[src/rtl/pipeline_pkg.sv]
// Shared types and helpers for the pipeline hazard/forwarding controller.
// The slot record and the data-availability rule live here so every user agrees on them.
package pipeline_pkg;

  // rd is stored at a fixed width. REG_AW must not exceed it.
  localparam int HZ_RD_W  = 8;
  localparam int FWD_NONE = 0;

  typedef struct packed {
    logic               valid;
    logic [HZ_RD_W-1:0] rd;
    logic               regwrite;
    logic               is_load;
  } hz_slot_t;

  // A result can be forwarded out of `slot` once it has been produced.
  // ALU results are produced leaving EX. Load data is produced leaving the last MEM stage.
  function automatic logic avail(input logic is_load, input int slot, input int mem_lat);
    return is_load ? (slot >= mem_lat + 1) : (slot >= 1);
  endfunction

  function automatic int fwd_width(input int d);
    return (d <= 2) ? 1 : $clog2(d);
  endfunction

endpackage

[src/rtl/pipeline_hazard_ctrl_if.sv]
// ID-stage decode fields in, stall/flush/forward controls out.
// The master side is the pipeline top level and the slave side is the controller.
interface pipeline_hazard_ctrl_if
  import pipeline_pkg::*;
#(
  parameter int REG_AW  = 5,
  parameter int MEM_LAT = 1,
  parameter int CNT_W   = 16
);
  localparam int FWD_W = fwd_width(MEM_LAT + 2);

  logic              hold;
  logic              id_valid;
  logic [REG_AW-1:0] id_rs;
  logic [REG_AW-1:0] id_rt;
  logic              id_use_rs;
  logic              id_use_rt;
  logic [REG_AW-1:0] id_rd;
  logic              id_regwrite;
  logic              id_memread;
  logic              id_branch;
  logic              id_taken;

  logic              stall;
  logic              if_id_flush;
  logic [FWD_W-1:0]  ex_fwd_a;
  logic [FWD_W-1:0]  ex_fwd_b;
  logic [FWD_W-1:0]  id_fwd_a;
  logic [FWD_W-1:0]  id_fwd_b;
  logic [CNT_W-1:0]  stall_cnt;

  modport master (
    output hold, id_valid, id_rs, id_rt, id_use_rs, id_use_rt, id_rd,
           id_regwrite, id_memread, id_branch, id_taken,
    input  stall, if_id_flush, ex_fwd_a, ex_fwd_b, id_fwd_a, id_fwd_b, stall_cnt
  );

  modport slave (
    input  hold, id_valid, id_rs, id_rt, id_use_rs, id_use_rt, id_rd,
           id_regwrite, id_memread, id_branch, id_taken,
    output stall, if_id_flush, ex_fwd_a, ex_fwd_b, id_fwd_a, id_fwd_b, stall_cnt
  );

endinterface

[src/rtl/hazard_src_lookup.sv]
// Priority search of the in-flight write table for one source register.
// It returns the youngest producer at or above slot FIRST.
module hazard_src_lookup
  import pipeline_pkg::*;
#(
  parameter int REG_AW = 5,
  parameter int D      = 3,
  parameter int FIRST  = 0,
  parameter int SW     = 2
)(
  input  hz_slot_t          slots [D],
  input  logic [REG_AW-1:0] src,
  output logic              hit,
  output logic [SW-1:0]     slot,
  output logic              is_load
);

  always_comb begin
    // NOTE: every output is given a default before the loop so no latch is inferred.
    hit     = 1'b0;
    slot    = '0;
    is_load = 1'b0;
    // Scan from oldest to youngest so the lowest-index producer is the one left standing.
    for (int k = D - 1; k >= FIRST; k--) begin
      if (slots[k].valid && slots[k].regwrite && (src != '0) &&
          (slots[k].rd == HZ_RD_W'(src))) begin
        hit     = 1'b1;
        slot    = SW'(k);
        is_load = slots[k].is_load;
      end
    end
  end

endmodule

[src/rtl/pipeline_hazard_ctrl.sv]
// Hazard, stall and forwarding controller for a MIPS pipeline with MEM_LAT memory stages.
// It tracks every in-flight register write from EX to WB in its own shift table.
module pipeline_hazard_ctrl
  import pipeline_pkg::*;
#(
  parameter int REG_AW  = 5,
  parameter int MEM_LAT = 1,
  parameter int CNT_W   = 16
)(
  input logic                   clk,
  input logic                   reset,
  pipeline_hazard_ctrl_if.slave hz
);

  localparam int D     = MEM_LAT + 2;
  localparam int FWD_W = fwd_width(D);

  hz_slot_t          slots [D];
  logic [REG_AW-1:0] ex_rs;
  logic [REG_AW-1:0] ex_rt;
  logic [CNT_W-1:0]  cnt;

  logic             ex_hit_a, ex_hit_b, id_hit_a, id_hit_b;
  logic [FWD_W-1:0] ex_slot_a, ex_slot_b, id_slot_a, id_slot_b;
  logic             id_ld_a, id_ld_b;
  logic             unused_ex_ld_a, unused_ex_ld_b;
  logic             stall_a, stall_b, stall, accept;

  hazard_src_lookup #(.REG_AW(REG_AW), .D(D), .FIRST(1), .SW(FWD_W)) u_ex_rs (
    .slots(slots), .src(ex_rs), .hit(ex_hit_a), .slot(ex_slot_a), .is_load(unused_ex_ld_a)
  );
  hazard_src_lookup #(.REG_AW(REG_AW), .D(D), .FIRST(1), .SW(FWD_W)) u_ex_rt (
    .slots(slots), .src(ex_rt), .hit(ex_hit_b), .slot(ex_slot_b), .is_load(unused_ex_ld_b)
  );
  hazard_src_lookup #(.REG_AW(REG_AW), .D(D), .FIRST(0), .SW(FWD_W)) u_id_rs (
    .slots(slots), .src(hz.id_rs), .hit(id_hit_a), .slot(id_slot_a), .is_load(id_ld_a)
  );
  hazard_src_lookup #(.REG_AW(REG_AW), .D(D), .FIRST(0), .SW(FWD_W)) u_id_rt (
    .slots(slots), .src(hz.id_rt), .hit(id_hit_b), .slot(id_slot_b), .is_load(id_ld_b)
  );

  // A branch reads its operands in ID now. Other instructions read them one slot later, in EX.
  function automatic logic src_stall(input logic use_src, input logic hit,
                                     input logic [FWD_W-1:0] slot, input logic is_load,
                                     input logic branch);
    int s;
    s = int'(slot);
    if (!(use_src && hit)) return 1'b0;
    return branch ? !avail(is_load, s, MEM_LAT) : !avail(is_load, s + 1, MEM_LAT);
  endfunction

  function automatic logic [FWD_W-1:0] id_sel(input logic use_src, input logic hit,
                                               input logic src_st, input logic [FWD_W-1:0] slot);
    // WB needs no forward because the register file writes before it reads.
    if (use_src && hit && !src_st && (slot != FWD_W'(D - 1))) return slot;
    return FWD_W'(FWD_NONE);
  endfunction

  always_comb begin
    stall_a = src_stall(hz.id_use_rs, id_hit_a, id_slot_a, id_ld_a, hz.id_branch);
    stall_b = src_stall(hz.id_use_rt, id_hit_b, id_slot_b, id_ld_b, hz.id_branch);
    stall   = hz.id_valid & (stall_a | stall_b);
    accept  = hz.id_valid & ~stall;
  end

  assign hz.stall       = stall;
  assign hz.if_id_flush = hz.id_valid & hz.id_branch & hz.id_taken & ~stall & ~hz.hold;
  assign hz.ex_fwd_a    = ex_hit_a ? ex_slot_a : FWD_W'(FWD_NONE);
  assign hz.ex_fwd_b    = ex_hit_b ? ex_slot_b : FWD_W'(FWD_NONE);
  assign hz.id_fwd_a    = id_sel(hz.id_use_rs, id_hit_a, stall_a, id_slot_a);
  assign hz.id_fwd_b    = id_sel(hz.id_use_rt, id_hit_b, stall_b, id_slot_b);
  assign hz.stall_cnt   = cnt;

  // NOTE: sequential state uses non-blocking assignments so every slot shifts from its pre-edge value.
  always_ff @(posedge clk or negedge reset) begin
    if (!reset) begin
      // NOTE: the table is a handful of flops rather than a RAM, so it is cleared here.
      // The asynchronous clear is what drops stall without waiting for a clock edge.
      for (int k = 0; k < D; k++) slots[k] <= '0;
      ex_rs <= '0;
      ex_rt <= '0;
      cnt   <= '0;
    end else if (!hz.hold) begin
      for (int k = D - 1; k >= 1; k--) slots[k] <= slots[k-1];
      if (accept) begin
        slots[0] <= '{valid: 1'b1, rd: HZ_RD_W'(hz.id_rd),
                      regwrite: hz.id_regwrite, is_load: hz.id_memread};
        ex_rs    <= hz.id_rs;
        ex_rt    <= hz.id_rt;
      end else begin
        slots[0] <= '0;
        ex_rs    <= '0;
        ex_rt    <= '0;
      end
      if (stall && (cnt != '1)) cnt <= cnt + CNT_W'(1);
    end
  end

endmodule

[src/flat_wrapper.sv]
// flat-port wrapper written by rule: the top's interface ports become plain ports
module pipeline_hazard_ctrl_flat import pipeline_pkg::*;
#(
  parameter int REG_AW  = 5,
  parameter int MEM_LAT = 1,
  parameter int CNT_W   = 16
)
  (clk, reset, hz_hold, hz_id_valid, hz_id_rs, hz_id_rt, hz_id_use_rs, hz_id_use_rt, hz_id_rd, hz_id_regwrite, hz_id_memread, hz_id_branch, hz_id_taken, hz_stall, hz_if_id_flush, hz_ex_fwd_a, hz_ex_fwd_b, hz_id_fwd_a, hz_id_fwd_b, hz_stall_cnt);
  pipeline_hazard_ctrl_if #(.REG_AW(REG_AW), .MEM_LAT(MEM_LAT), .CNT_W(CNT_W)) hz_i ();
  input logic clk;
  input logic reset;
  input wire logic [$bits(hz_i.hold)-1:0] hz_hold;
  input wire logic [$bits(hz_i.id_valid)-1:0] hz_id_valid;
  input wire logic [$bits(hz_i.id_rs)-1:0] hz_id_rs;
  input wire logic [$bits(hz_i.id_rt)-1:0] hz_id_rt;
  input wire logic [$bits(hz_i.id_use_rs)-1:0] hz_id_use_rs;
  input wire logic [$bits(hz_i.id_use_rt)-1:0] hz_id_use_rt;
  input wire logic [$bits(hz_i.id_rd)-1:0] hz_id_rd;
  input wire logic [$bits(hz_i.id_regwrite)-1:0] hz_id_regwrite;
  input wire logic [$bits(hz_i.id_memread)-1:0] hz_id_memread;
  input wire logic [$bits(hz_i.id_branch)-1:0] hz_id_branch;
  input wire logic [$bits(hz_i.id_taken)-1:0] hz_id_taken;
  output wire logic [$bits(hz_i.stall)-1:0] hz_stall;
  output wire logic [$bits(hz_i.if_id_flush)-1:0] hz_if_id_flush;
  output wire logic [$bits(hz_i.ex_fwd_a)-1:0] hz_ex_fwd_a;
  output wire logic [$bits(hz_i.ex_fwd_b)-1:0] hz_ex_fwd_b;
  output wire logic [$bits(hz_i.id_fwd_a)-1:0] hz_id_fwd_a;
  output wire logic [$bits(hz_i.id_fwd_b)-1:0] hz_id_fwd_b;
  output wire logic [$bits(hz_i.stall_cnt)-1:0] hz_stall_cnt;
  assign hz_i.hold = hz_hold;
  assign hz_i.id_valid = hz_id_valid;
  assign hz_i.id_rs = hz_id_rs;
  assign hz_i.id_rt = hz_id_rt;
  assign hz_i.id_use_rs = hz_id_use_rs;
  assign hz_i.id_use_rt = hz_id_use_rt;
  assign hz_i.id_rd = hz_id_rd;
  assign hz_i.id_regwrite = hz_id_regwrite;
  assign hz_i.id_memread = hz_id_memread;
  assign hz_i.id_branch = hz_id_branch;
  assign hz_i.id_taken = hz_id_taken;
  assign hz_stall = hz_i.stall;
  assign hz_if_id_flush = hz_i.if_id_flush;
  assign hz_ex_fwd_a = hz_i.ex_fwd_a;
  assign hz_ex_fwd_b = hz_i.ex_fwd_b;
  assign hz_id_fwd_a = hz_i.id_fwd_a;
  assign hz_id_fwd_b = hz_i.id_fwd_b;
  assign hz_stall_cnt = hz_i.stall_cnt;
  pipeline_hazard_ctrl #(.REG_AW(REG_AW), .MEM_LAT(MEM_LAT), .CNT_W(CNT_W)) u_core (.clk(clk), .reset(reset), .hz(hz_i));
endmodule
[config.mk]
export PLATFORM = sky130hd
export DESIGN_NAME = pipeline_hazard_ctrl_flat
export DESIGN_NICKNAME = d
export VERILOG_FILES = /design/src/rtl/pipeline_pkg.sv /design/src/rtl/pipeline_hazard_ctrl_if.sv /design/src/rtl/hazard_src_lookup.sv /design/src/rtl/pipeline_hazard_ctrl.sv /design/src/flat_wrapper.sv
export SDC_FILE = /design/constraint.sdc
export NUM_CORES = 1
export LEC_CHECK = 0
export CAP_MARGIN = 10
export CORE_UTILIZATION = 47
export CTS_CLUSTER_SIZE = 20
export DETAILED_ROUTE_END_ITERATION = 8
export HOLD_SLACK_MARGIN = 0.06
export PLACE_DENSITY_LB_ADDON = 0.15
export SKIP_CTS_REPAIR_TIMING = 1
export SYNTH_ARGS = -nofsm -noshare
export SYNTH_HDL_FRONTEND = slang
export SYNTH_SLANG_ARGS = --single-unit
[constraint.sdc]
create_clock -name clk -period 2.2 [get_ports clk]
set_input_delay 0.33 -clock clk [delete_from_list [all_inputs] [get_ports clk]]
set_output_delay 0.33 -clock clk [all_outputs]
set_load 0.05 [all_outputs]
### Word level (Yosys, flattened, before mapping)

Cells that the tools add are included.

* register bits after elaboration: 59
* bits of input ports: 25
* logic and storage cells: 134
* output and inout port bits: 26

* bitwise operators: 9
* $add $sub $neg: 3
* reduce and logical (&&, ||, !) cells: 41
* equal/unequal tests: 13
* muxes and demuxes: 45
* magnitude comparators: 8

Operators by type and width (number)
* $eq 8x5->1: 10
* $ge 32x2->1 const B: 2
* $ge 32x3->1 const B: 2
* $mux 2: 16
* $logic_and 1x1->1: 30
* $mux 1: 26
* $reduce_bool 5->1: 4
* $add 16x1->16 const B: 1
* $ne 16x16->1 const B: 1
* $mux 11: 1
* $mux 5: 2
* $add 2x1->3 const B: 2
* $and 1x1->1: 6
* $logic_not 1->1: 6
* $ge 2x1->1 const B: 2
* $ge 2x2->1 const B: 2
* $ne 2x2->1 const B: 2
* $not 1->1: 2
* $reduce_and 2->1: 1
* $or 1x1->1: 1

### Logic depth before layout (Yosys ltp)

Gate-level depths: netlist of the first run.

* word-level depth: 17
* gate-level depth with buffers: 8
* mapped depth without buffers: 6

### By module

Synthesis of the first run repeated with hierarchy kept, for this count alone.

* cell total of the unflattened synthesis: 295
* area total of the unflattened synthesis: 3133.0 um2

By module, submodules not included
* pipeline_hazard_ctrl: seq. area each 1251.2 um2, times used 1, cells an instance 169, area an instance 2162.1 um2
* hazard_src_lookup at u_core.u_id_rs ...: seq. area each 0.0 um2, times used 2, cells an instance 39, area an instance 285.3 um2
* hazard_src_lookup at u_core.u_ex_rs ...: seq. area each 0.0 um2, times used 2, cells an instance 24, area an instance 200.2 um2

### Least setup slack after synthesis of the first run

Ideal clock, no wire load.

* path type: register -> output
* start point: register u_core.slots[15] (netlist name)
* end point: output port hz_ex_fwd_a[1]
* required time: 1.870 ns
* slack: -1.147 ns
* stages on the path, launching flop included: 5
* arrival: 3.017 ns
* path through: dfrtp_1 clkbuf_1 xor2_1 nor4_1 nor4_1

* longest elaborated chain between the ends: 4

Ends and longest elaborated chain
* $eq 8x5->1 (*): line hazard_src_lookup.sv:26 `(slots[k].rd == HZ_RD_W'(src))) begin`
* $logic_and 1x1->1 (*): line hazard_src_lookup.sv:25 `if (slots[k].valid && slots[k].regwrite && (src != '0) &&`
* $mux 2 / $mux 1 (equally long branches): line hazard_src_lookup.sv:25
* $mux 2 (*): line pipeline_hazard_ctrl.sv:68 `assign hz.ex_fwd_a = ex_hit_a ? ex_slot_a : FWD_W'(FWD_NONE);`
* to (decl): line flat_wrapper.sv:25 `output wire logic [$bits(hz_i.ex_fwd_a)-1:0] hz_ex_fwd_a;`

Every way passes the cells marked *; elsewhere a longest branch is shown, timed or not.

### Final worst setup path of the first run

* start point: input port hz_id_rt[0]
* end point: output port hz_if_id_flush

* longest elaborated chain between the ends: 17

Ends and longest elaborated chain
* from (decl): line flat_wrapper.sv:15 `input wire logic [$bits(hz_i.id_rt)-1:0] hz_id_rt;`
* $reduce_bool 5->1: line hazard_src_lookup.sv:25
* $logic_and 1x1->1 (2 in a row): line hazard_src_lookup.sv:25
* $mux 2 (3 in a row): line hazard_src_lookup.sv:25
* $add 2x1->3: line pipeline_hazard_ctrl.sv:49 `return branch ? !avail(is_load, s, MEM_LAT) : !avail(is_load, s + 1, MEM_LAT);`
* $ge 32x2->1 / $ge 32x3->1 (equally long branches): line pipeline_pkg.sv:19 `return is_load ? (slot >= mem_lat + 1) : (slot >= 1);`
* $mux 1: line pipeline_pkg.sv:19
* $logic_not 1->1: line pipeline_hazard_ctrl.sv:49
* $mux 1: line pipeline_hazard_ctrl.sv:49
* $mux 1 (*): line pipeline_hazard_ctrl.sv:49
* $or 1x1->1 (*): line pipeline_hazard_ctrl.sv:62 `stall = hz.id_valid & (stall_a | stall_b);`
* $and 1x1->1 (*): line pipeline_hazard_ctrl.sv:62
* $not 1->1 (*): line pipeline_hazard_ctrl.sv:67 `assign hz.if_id_flush = hz.id_valid & hz.id_branch & hz.id_taken & ~stall & ~hz.hold;`
* $and 1x1->1 (*) (2 in a row): line pipeline_hazard_ctrl.sv:67
* to (decl): line flat_wrapper.sv:24 `output wire logic [$bits(hz_i.if_id_flush)-1:0] hz_if_id_flush;`

Marked as above.

==> results.yml, run 1 <==
grt:
  track_usage_pct: 24.0
  grt_max_degree: 50
  first_global_vias: 2268
  grt_overflow: 0
  grt_pass1_wl_um: 11500
  antenna_found_initial: 0
detailed_routing:
  vias: 2360
  antenna_left: 0
  drt_iter0_drc: 109
  drt-met1-wl_um: 3430
  wl_met2_um: 3560
  top_layer: "met4"
  first_pass_iters: 4
  route.met3.wl_um: 293
  via_per_inst: 5.61
  drc: 0
  routedWlPerCell_um: 17.7
  routed_wl_um: 7440
power:
  peakVddDrop_uv: 475
  total_leakage_power_uw: 0.00177
  power_density_nw_per_um2: 506
cells_and_area:
  fin_area_um2: 4250
  fin_util_pct: 75.4
  drive_gt1_share_pct: 44.7
  nNetsFinal: 374
  area_delta_synth_final_pct: 51.3
  fill_cells: 363
  antenna_cells: 0
floorplanning:
  rows: 27
  pin_count: 51
  dieArea_um2: 6290
  die_w_um: 79.3
  initial_core_util_pct: 49.8
  die_h_um: 79.3
  core_um2: 5640
sta:
  slew-limit-headroom_pct: 58.1
  hold_viol: 0
  period_share_pct: 123
  fin_skew_ns: 0.00676
  finalSetupViolations: 39
  tns_ns: -4.64
  fmax_mhz: 369
  rsz0062_at_grt: "yes"
  tightest_slew_ns: 0.629
  finalCriticalPeriod_ns: 2.71
  slew_viol_final: 0
  worst_slack_ns: -0.506
flow_run:
  cap_violations: 0
placement:
  place_congestion: 0.831
  dp_hpwl_um: 5120
  placed_cell_area_um2: 3770
  portBuffers: 48
clock_network:
  clock_path_buffers: 2
  cts_made_buffers: 5
  cts_sinks: 49
  clock_latency_ns: 0.30
  htreeDepth: 2
  cts_tree: "done"
  cts.clk_slew.worst_paths_ns: 0.09
  clockRootBuffer: "clkbuf_8"
synth:
  synth_area_um2: 2810
  synthArstFlopShare_pct: 100
  synthTopCellsByArea: "dfrtp_1, xnor2_1, mux2_2, a22o_1, xor2_1"
  synth.distinct_cells: 47
  synthesis.instances: 245
  synth_common_cells: "dfrtp_1, xnor2_1, a22o_1, xor2_1, mux2_2"
  yosysTopAreaCellShare_pct: 43.6
  yosys_warnings: 0
  synth_ff_type: "dfrtp_1"
  ys_seq_area_share_pct: 43.6
  postSynthAreaPerCell_um2: 11.5
  synth-edff-count: 0
  synth.most_common_cell: "dfrtp_1"
  yosys.area.top_type: "dfrtp_1"
  synth-seq-cells: 49
critical_path:
  cp.required_ns: 1.87
  crit_path_end_kind: "output pin"
  critical_path_class: "input pin to output pin"
  cp.arrival_ns: 2.38
  cp_max_fo: 3
  start_kind: "input pin"
run_status:
  violations: "negative setup slack"
  status: "finished, violations left"
min_path:
  min-delay-path-class: "input pin to asynchronous set/reset pin"
==> through the flow <==
step                      power (uW)  worst slack, ns  std cells  hold slack, ns
after CTS                       2090           -0.500        407           0.152
after detailed placement        1530           -0.573        399           0.477
after global placement          1510           -0.486        399           0.472
after global routing            2260           -0.549        421           0.170
final                           2150           -0.506        421           0.121
after floorplan                 1340          -0.0501        246          0.0344
==> routing by layer <==
metal	global-route usage (%)	vias to the layer above
li1	-	1110
met1	35.8	1177
met2	35.7	59
met3	4.48	14
met4	5.64	0
met5	0	-
==> worst paths after layout <==
| kind | startpoint | endpoint | slack (ns) | cells after the start |
|---|---|---|---|---|
| min in group clk | hz_id_rt[4] | u_core.ex_rt[4]$_DFFE_PN0N_ | 0.47 | 2 |
| setup / recovery | hz_id_rt[0] | hz_if_id_flush | -0.51 | 8 |
| max in group asynchronous | reset | u_core.hz.stall_cnt[1]$_DFFE_PN0P_ | 1.62 | 2 |
| hold / removal | reset | u_core.ex_rs[4]$_DFFE_PN0N_ | 0.12 | 2 |
| hold reg to reg | u_core.hz.stall_cnt[5]$_DFFE_PN0P_ | u_core.hz.stall_cnt[5]$_DFFE_PN0P_ | 0.50 | 1 |
| setup reg to reg | u_core.slots[13]$_DFFE_PN0N_ | u_core.hz.stall_cnt[15]$_DFFE_PN0P_ | -0.24 | 8 |
==> cells by family (layout without fill, tap and decap cells) <==
logic type	after synthesis	count (layout)	synth area share, %
AND/OR/NAND/NOR	66	66	14.0
flip-flops	49	49	43.6
XOR/XNOR	53	53	17.3
adder cells (fa/ha/maj)	1	1	0.445
multiplexers	18	18	7.48
other	1	2	0.133
AO/OA/AOI/OAI	45	45	14.2
buffers and inverters	12	115	2.85
==> flip-flops by register name (all words and copies together), names as in the netlist <==
register	flops
u_core.hz.stall_cnt	16
u_core.slots	23
u_core.ex_rs	5
u_core.ex_rt	5
==> area by class of cell <==
| type | instances | area [um2] | area share [%] |
|---|---|---|---|
| clock buffer | 6 | 82.6 | 1.94 |
| timing repair buffer | 107 | 1030 | 24.2 |
| multi-input combinational | 185 | 1790 | 42.1 |
| clock inverter | 2 | 13.8 | 0.324 |
| sequential | 49 | 1240 | 29.3 |
| tap | 72 | 90.1 | 2.12 |
==> worst max-delay path, stage by stage <==
cell and delay [ns]:
clkdlybuf4s50_1 0.52, xnor2_2 0.14, nand4_1 0.17, or4b_4 0.57
a31oi_4 0.26, nor3_4 0.07, and3_4 0.16, buf_12 0.14
==> power by group <==
group / internal (uW) / total (uW) / leakage (uW) / switching, uW
registers: 964 / 1050 / 0.000627 / 82.3
clock network: 256 / 565 / 0.0000512 / 309
logic: 292 / 542 / 0.00109 / 250
==> cells in the final DEF (no fill, tap or decap), types with 3 or more instances in the layout <==
master,count
a22o_1,17
nor2_1,7
xor2_1,16
clkbuf_8,6
xnor2_2,6
clkdlybuf4s50_1,32
buf_12,5
mux2_2,15
o21ai_2,5
o211ai_1,3
nor2_4,3
or4_4,3
xnor2_1,29
dfrtp_2,15
a31oi_4,3
buf_6,12
dfrtp_1,34
nand2_1,10
nor4_4,5
buf_4,49
nand4_1,10
nand3_1,7
dlymetal6s2s_1,7
Note: power is estimated with default switching activity, not from simulation.
==> run 2, diff against run 1 <==
--- a/constraint.sdc
+++ b/constraint.sdc
@@ -3,2 +3,2 @@
 set_output_delay 0.33 -clock clk [all_outputs]
-set_load 0.05 [all_outputs]
+set_load 0.02 [all_outputs]
==> results.yml, run 2 (synthesis results as in run 1) <==
sta:
  finalCriticalPeriod_ns: 2.58
  slew_viol_final: 0
  tightest_slew_ns: 0.592
  fin_skew_ns: 0.00627
  rsz0062_at_grt: "yes"
  finalSetupViolations: 21
  tns_ns: -2.60
  hold_viol: 0
  period_share_pct: 117
  fmax_mhz: 387
  slew-limit-headroom_pct: 60.2
  worst_slack_ns: -0.383
flow_run:
  cap_violations: 0
critical_path:
  crit_cells: 8
  path_cells: "buf_6, xnor2_2, nand4_1, or4b_4, a31oi_4, nor3_4, and3_4, buf_6"
  cp_max_fo: 3
  r2r_cells: 10
  start_kind: "register"
  critPathBufInv: 2
  crit_path_frequent_cell: "buf_6"
  worstSetupStartpoint: "u_core.slots[14]$_DFFE_PN0N_"
  worst_path_max_delay_cell: "or4b_4"
  cp.arrival_ns: 2.25
  crit_path_end_kind: "output pin"
  cp.required_ns: 1.87
  crit_end: "hz_if_id_flush"
  slowest_delay_ns: 0.56
  critical_path_class: "register to output pin"
  timing.rr.end: "u_core.hz.stall_cnt[6]$_DFFE_PN0P_"
  cp_top_family: "simple AND/OR/NAND/NOR gates"
  r2r-start: "u_core.slots[14]$_DFFE_PN0N_"
  timing.reg2reg.setup_slack_ns: -0.19
placement:
  portBuffers: 48
  dp_hpwl_um: 5420
  place_inst: 420
  place_congestion: 0.816
  preCtsSetupSlack_ns: -0.881
detailed_routing:
  drt_iter0_drc: 138
  antenna_left: 0
  via_per_inst: 5.54
  vias: 2426
  first_pass_iters: 4
  routedWlPerCell_um: 17.4
  routed_wl_um: 7640
  drc: 0
floorplanning:
  core_um2: 5640
  pin_count: 51
  rows: 27
  die_w_um: 79.3
  dieArea_um2: 6290
  die_h_um: 79.3
  initial_core_util_pct: 49.8
cells_and_area:
  fill_cells: 378
  antenna_cells: 0
  fin_util_pct: 75.0
  top_register: "u_core.slots"
  nNetsFinal: 391
  final_cell_mix: "buf_4, dfrtp_1, xnor2_1, clkdlybuf4s50_1, a22o_1"
  drive_gt1_share_pct: 41.0
  area_delta_synth_final_pct: 50.7
  layout_commonest_cell: "buf_4"
  largest_reg_flops: 23
  stdcell_count: 438
clock_network:
  cts_tree: "done"
  cts_sinks: 49
  clock_latency_ns: 0.30
  clockRootBuffer: "clkbuf_8"
  htreeDepth: 2
  clock_path_buffers: 2
  cts.clk_slew.worst_paths_ns: 0.09
  cts_made_buffers: 5
run_status:
  status: "finished, violations left"
  violations: "negative setup slack"
power:
  total_leakage_power_uw: 0.00189
  power_density_nw_per_um2: 528
  peakVddDrop_uv: 388
  finalPower_uw: 2230
grt:
  antenna_found_initial: 0
  track_usage_pct: 24.1
  first_global_vias: 2350
  grt_max_degree: 34
  grt_overflow: 0
  grt_pass1_wl_um: 11600
min_path:
  min-delay-path-class: "input pin to register"
[run 2: changes by cell type in the layout (fill, tap and decap cells not counted), sizes merged]
| cell | delta |
|---|---|
| clkinv | -2 |
| buf | +15 |
| clkbuf | +1 |
| bufinv | +1 |
| dlygate4sd3 | +1 |
| dlymetal6s2s | +4 |
| clkdlybuf4s50 | -3 |
[run 2: worst min-delay path by stage]
| stage | startpoint | to | slack (ns) | cells past startpoint |
|---|---|---|---|---|
| after floorplan | reset | u_core.ex_rs[0]$_DFFE_PN0N_ | 0.03 | 0 |
| after global placement | reset | u_core.slots[3]$_DFFE_PN0N_ | 0.35 | 1 |
| after detailed placement | reset | u_core.slots[3]$_DFFE_PN0N_ | 0.36 | 1 |
| after CTS | reset | u_core.hz.stall_cnt[7]$_DFFE_PN0P_ | 0.03 | 1 |
| after global routing | hz_id_rt[2] | u_core.ex_rt[2]$_DFFE_PN0N_ | 0.39 | 2 |
| final | hz_id_rs[4] | u_core.ex_rs[4]$_DFFE_PN0N_ | 0.38 | 2 |
[run 2: report_power, final]
part | total, uW | switching (uW) | internal (uW)
logic | 537 | 240 | 297
clock network | 666 | 295 | 371
registers | 1030 | 67.0 | 964
[run 2: layout make-up]
| class | count | area, um2 | share of cell area [%] |
|---|---|---|---|
| Multi-Input combinational cell | 185 | 1690 | 39.9 |
| Sequential cell | 49 | 1230 | 29.0 |
| Timing Repair Buffer | 124 | 1110 | 26.2 |
| Tap cell | 72 | 90.1 | 2.13 |
| Clock buffer | 7 | 86.3 | 2.04 |
| Clock inverter | 1 | 30.0 | 0.709 |
[run 2: worst register-to-register path, cell delays in order, from the launching register on]
cell	delay, ns
dfrtp_1	0.41
buf_6	0.13
xnor2_2	0.14
nand4_1	0.12
or4b_4	0.56
buf_4	0.16
buf_6	0.12
a31oi_4	0.22
buf_4	0.17
o2111ai_2	0.11
xnor2_1	0.15
[run 2: layer usage]
metal	vias to the layer above	routed length (um)	GRT usage, %
li1	1140	-	-
met3	8	416	3.10
met4	0	68	7.09
met5	-	0	0
met1	1204	3660	35.7
met2	74	3500	36.5
[run 2: per-stage QoR]
stage | hold WS, ns | cell area [um2]
after floorplan | 0.0344 | 2830
after global placement | 0.349 | 3820
after detailed placement | 0.356 | 3820
after CTS | 0.0322 | 3940
after global routing | 0.387 | 4230
final | 0.380 | 4230
==> run 3, diff against run 2 <==
Settings changed: CORE_UTILIZATION 47 to 25, CTS_CLUSTER_SIZE 20 to 25.
==> results.yml, run 3 (synthesis results as in run 1) <==
clock_network:
  clock_path_buffers: 2
  cts.clk_slew.worst_paths_ns: 0.09
  cts_sinks: 49
  cts_made_buffers: 5
  htreeDepth: 2
  clockRootBuffer: "clkbuf_8"
  cts_tree: "done"
  clock_latency_ns: 0.31
detailed_routing:
  drt_iter0_drc: 75
  via_per_inst: 4.60
  first_pass_iters: 4
  routedWlPerCell_um: 15.7
  vias: 2377
  antenna_left: 0
  routed_wl_um: 8120
  drc: 0
power:
  total_leakage_power_uw: 0.00195
  power_density_nw_per_um2: 519
  peakVddDrop_uv: 246
  finalPower_uw: 2320
floorplanning:
  initial_core_util_pct: 25.8
  core_um2: 10900
  die_h_um: 108
  die_w_um: 108
  dieArea_um2: 11700
  rows: 38
  pin_count: 51
sta:
  slew_viol_final: 0
  hold_viol: 0
  period_share_pct: 117
  fin_hold_ws_ns: 0.402
  slew-limit-headroom_pct: 61.7
  fin_skew_ns: 0.00598
  worst_slack_ns: -0.372
  finalSetupViolations: 15
  tightest_slew_ns: 0.575
  fmax_mhz: 389
  finalCriticalPeriod_ns: 2.57
  rsz0062_at_grt: "yes"
cells_and_area:
  nNetsFinal: 402
  antenna_cells: 0
  layout_commonest_cell: "buf_4"
  area_delta_synth_final_pct: 59.3
  largest_reg_flops: 23
  top_register: "u_core.slots"
  stdcell_count: 517
  final_cell_mix: "buf_4, dfrtp_1, clkdlybuf4s50_1, xnor2_1, a22o_1"
  drive_gt1_share_pct: 43.5
  fin_area_um2: 4480
run_status:
  violations: "negative setup slack"
  status: "finished, violations left"
critical_path:
  cp.arrival_ns: 2.24
  cp_max_fo: 3
  critical_path_class: "register to output pin"
  r2r-start: "u_core.slots[14]$_DFFE_PN0N_"
  timing.rr.end: "u_core.hz.stall_cnt[6]$_DFFE_PN0P_"
  worstSetupStartpoint: "u_core.slots[14]$_DFFE_PN0N_"
  start_kind: "register"
  crit_path_end_kind: "output pin"
  cp.required_ns: 1.87
  r2r_cells: 9
  timing.reg2reg.setup_slack_ns: -0.09
grt:
  grt_pass1_wl_um: 13200
  grt_overflow: 0
  grt_max_degree: 34
  first_global_vias: 2466
  track_usage_pct: 15.0
  antenna_found_initial: 0
placement:
  place_inst: 499
  dp_hpwl_um: 6080
  place_congestion: 0.821
  placed_cell_area_um2: 3990
  portBuffers: 48
flow_run:
  cap_violations: 0
min_path:
  min-delay-path-class: "input pin to register"
  holdPathEnd: "u_core.ex_rs[3]$_DFFE_PN0N_"
  hp-start: "hz_id_rs[3]"
  whs_path_depth: 2
## run 3: cell count changes in the layout (fill, tap and decap cells not counted), sizes merged
cell,change
clkdlybuf4s50,+1
dlymetal6s2s,-2
buf,+12
## run 3: final cells by class
class	count	area, um2
clock buffers	7	86.3
clock inverters	1	30.0
fillers	1068	6410
multi-input cells	185	1750
flip-flops and latches	49	1230
well taps	140	175
repair buffers	135	1210
## run 3: critical path, cell delays in order (launching register included)
cell     delay, ns
dfrtp_1       0.43
buf_6         0.14
xnor2_4       0.12
nand4_1       0.11
or4b_4        0.55
a31oi_4       0.24
nor3_4        0.06
and3_4        0.15
buf_6         0.12
## run 3: worst max-delay path by stage
stage	to	depth (start not counted)
after floorplan	hz_if_id_flush	7
after global placement	hz_stall	9
after detailed placement	hz_stall	9
after CTS	hz_stall	9
after global routing	hz_if_id_flush	8
final	hz_if_id_flush	8
## run 3: metal layers
layer | track usage, % | share of wire [%]
met5 | 0 | 0
met4 | 4.40 | 1.2
met3 | 2.77 | 2.3
met2 | 22.8 | 45
met1 | 21.4 | 51
## run 3: where the power goes
group          internal [uW]  switching, uW  leakage (uW)
sequential               964           69.5      0.000647
clock                    371            324     0.0000585
combinational            338            255       0.00124
## run 3: metrics by stage
stage          setup WS (ns)  util (%)  setup TNS [ns]
2_1_floorplan       -0.00202         -        -0.00202
3_3_place_gp          -0.931      36.7          -18.52
3_5_place_dp          -0.952      36.7          -19.92
4_1_cts               -0.969      37.7          -10.44
5_1_grt               -0.466      41.1           -4.44
6_report              -0.372      41.1           -1.20
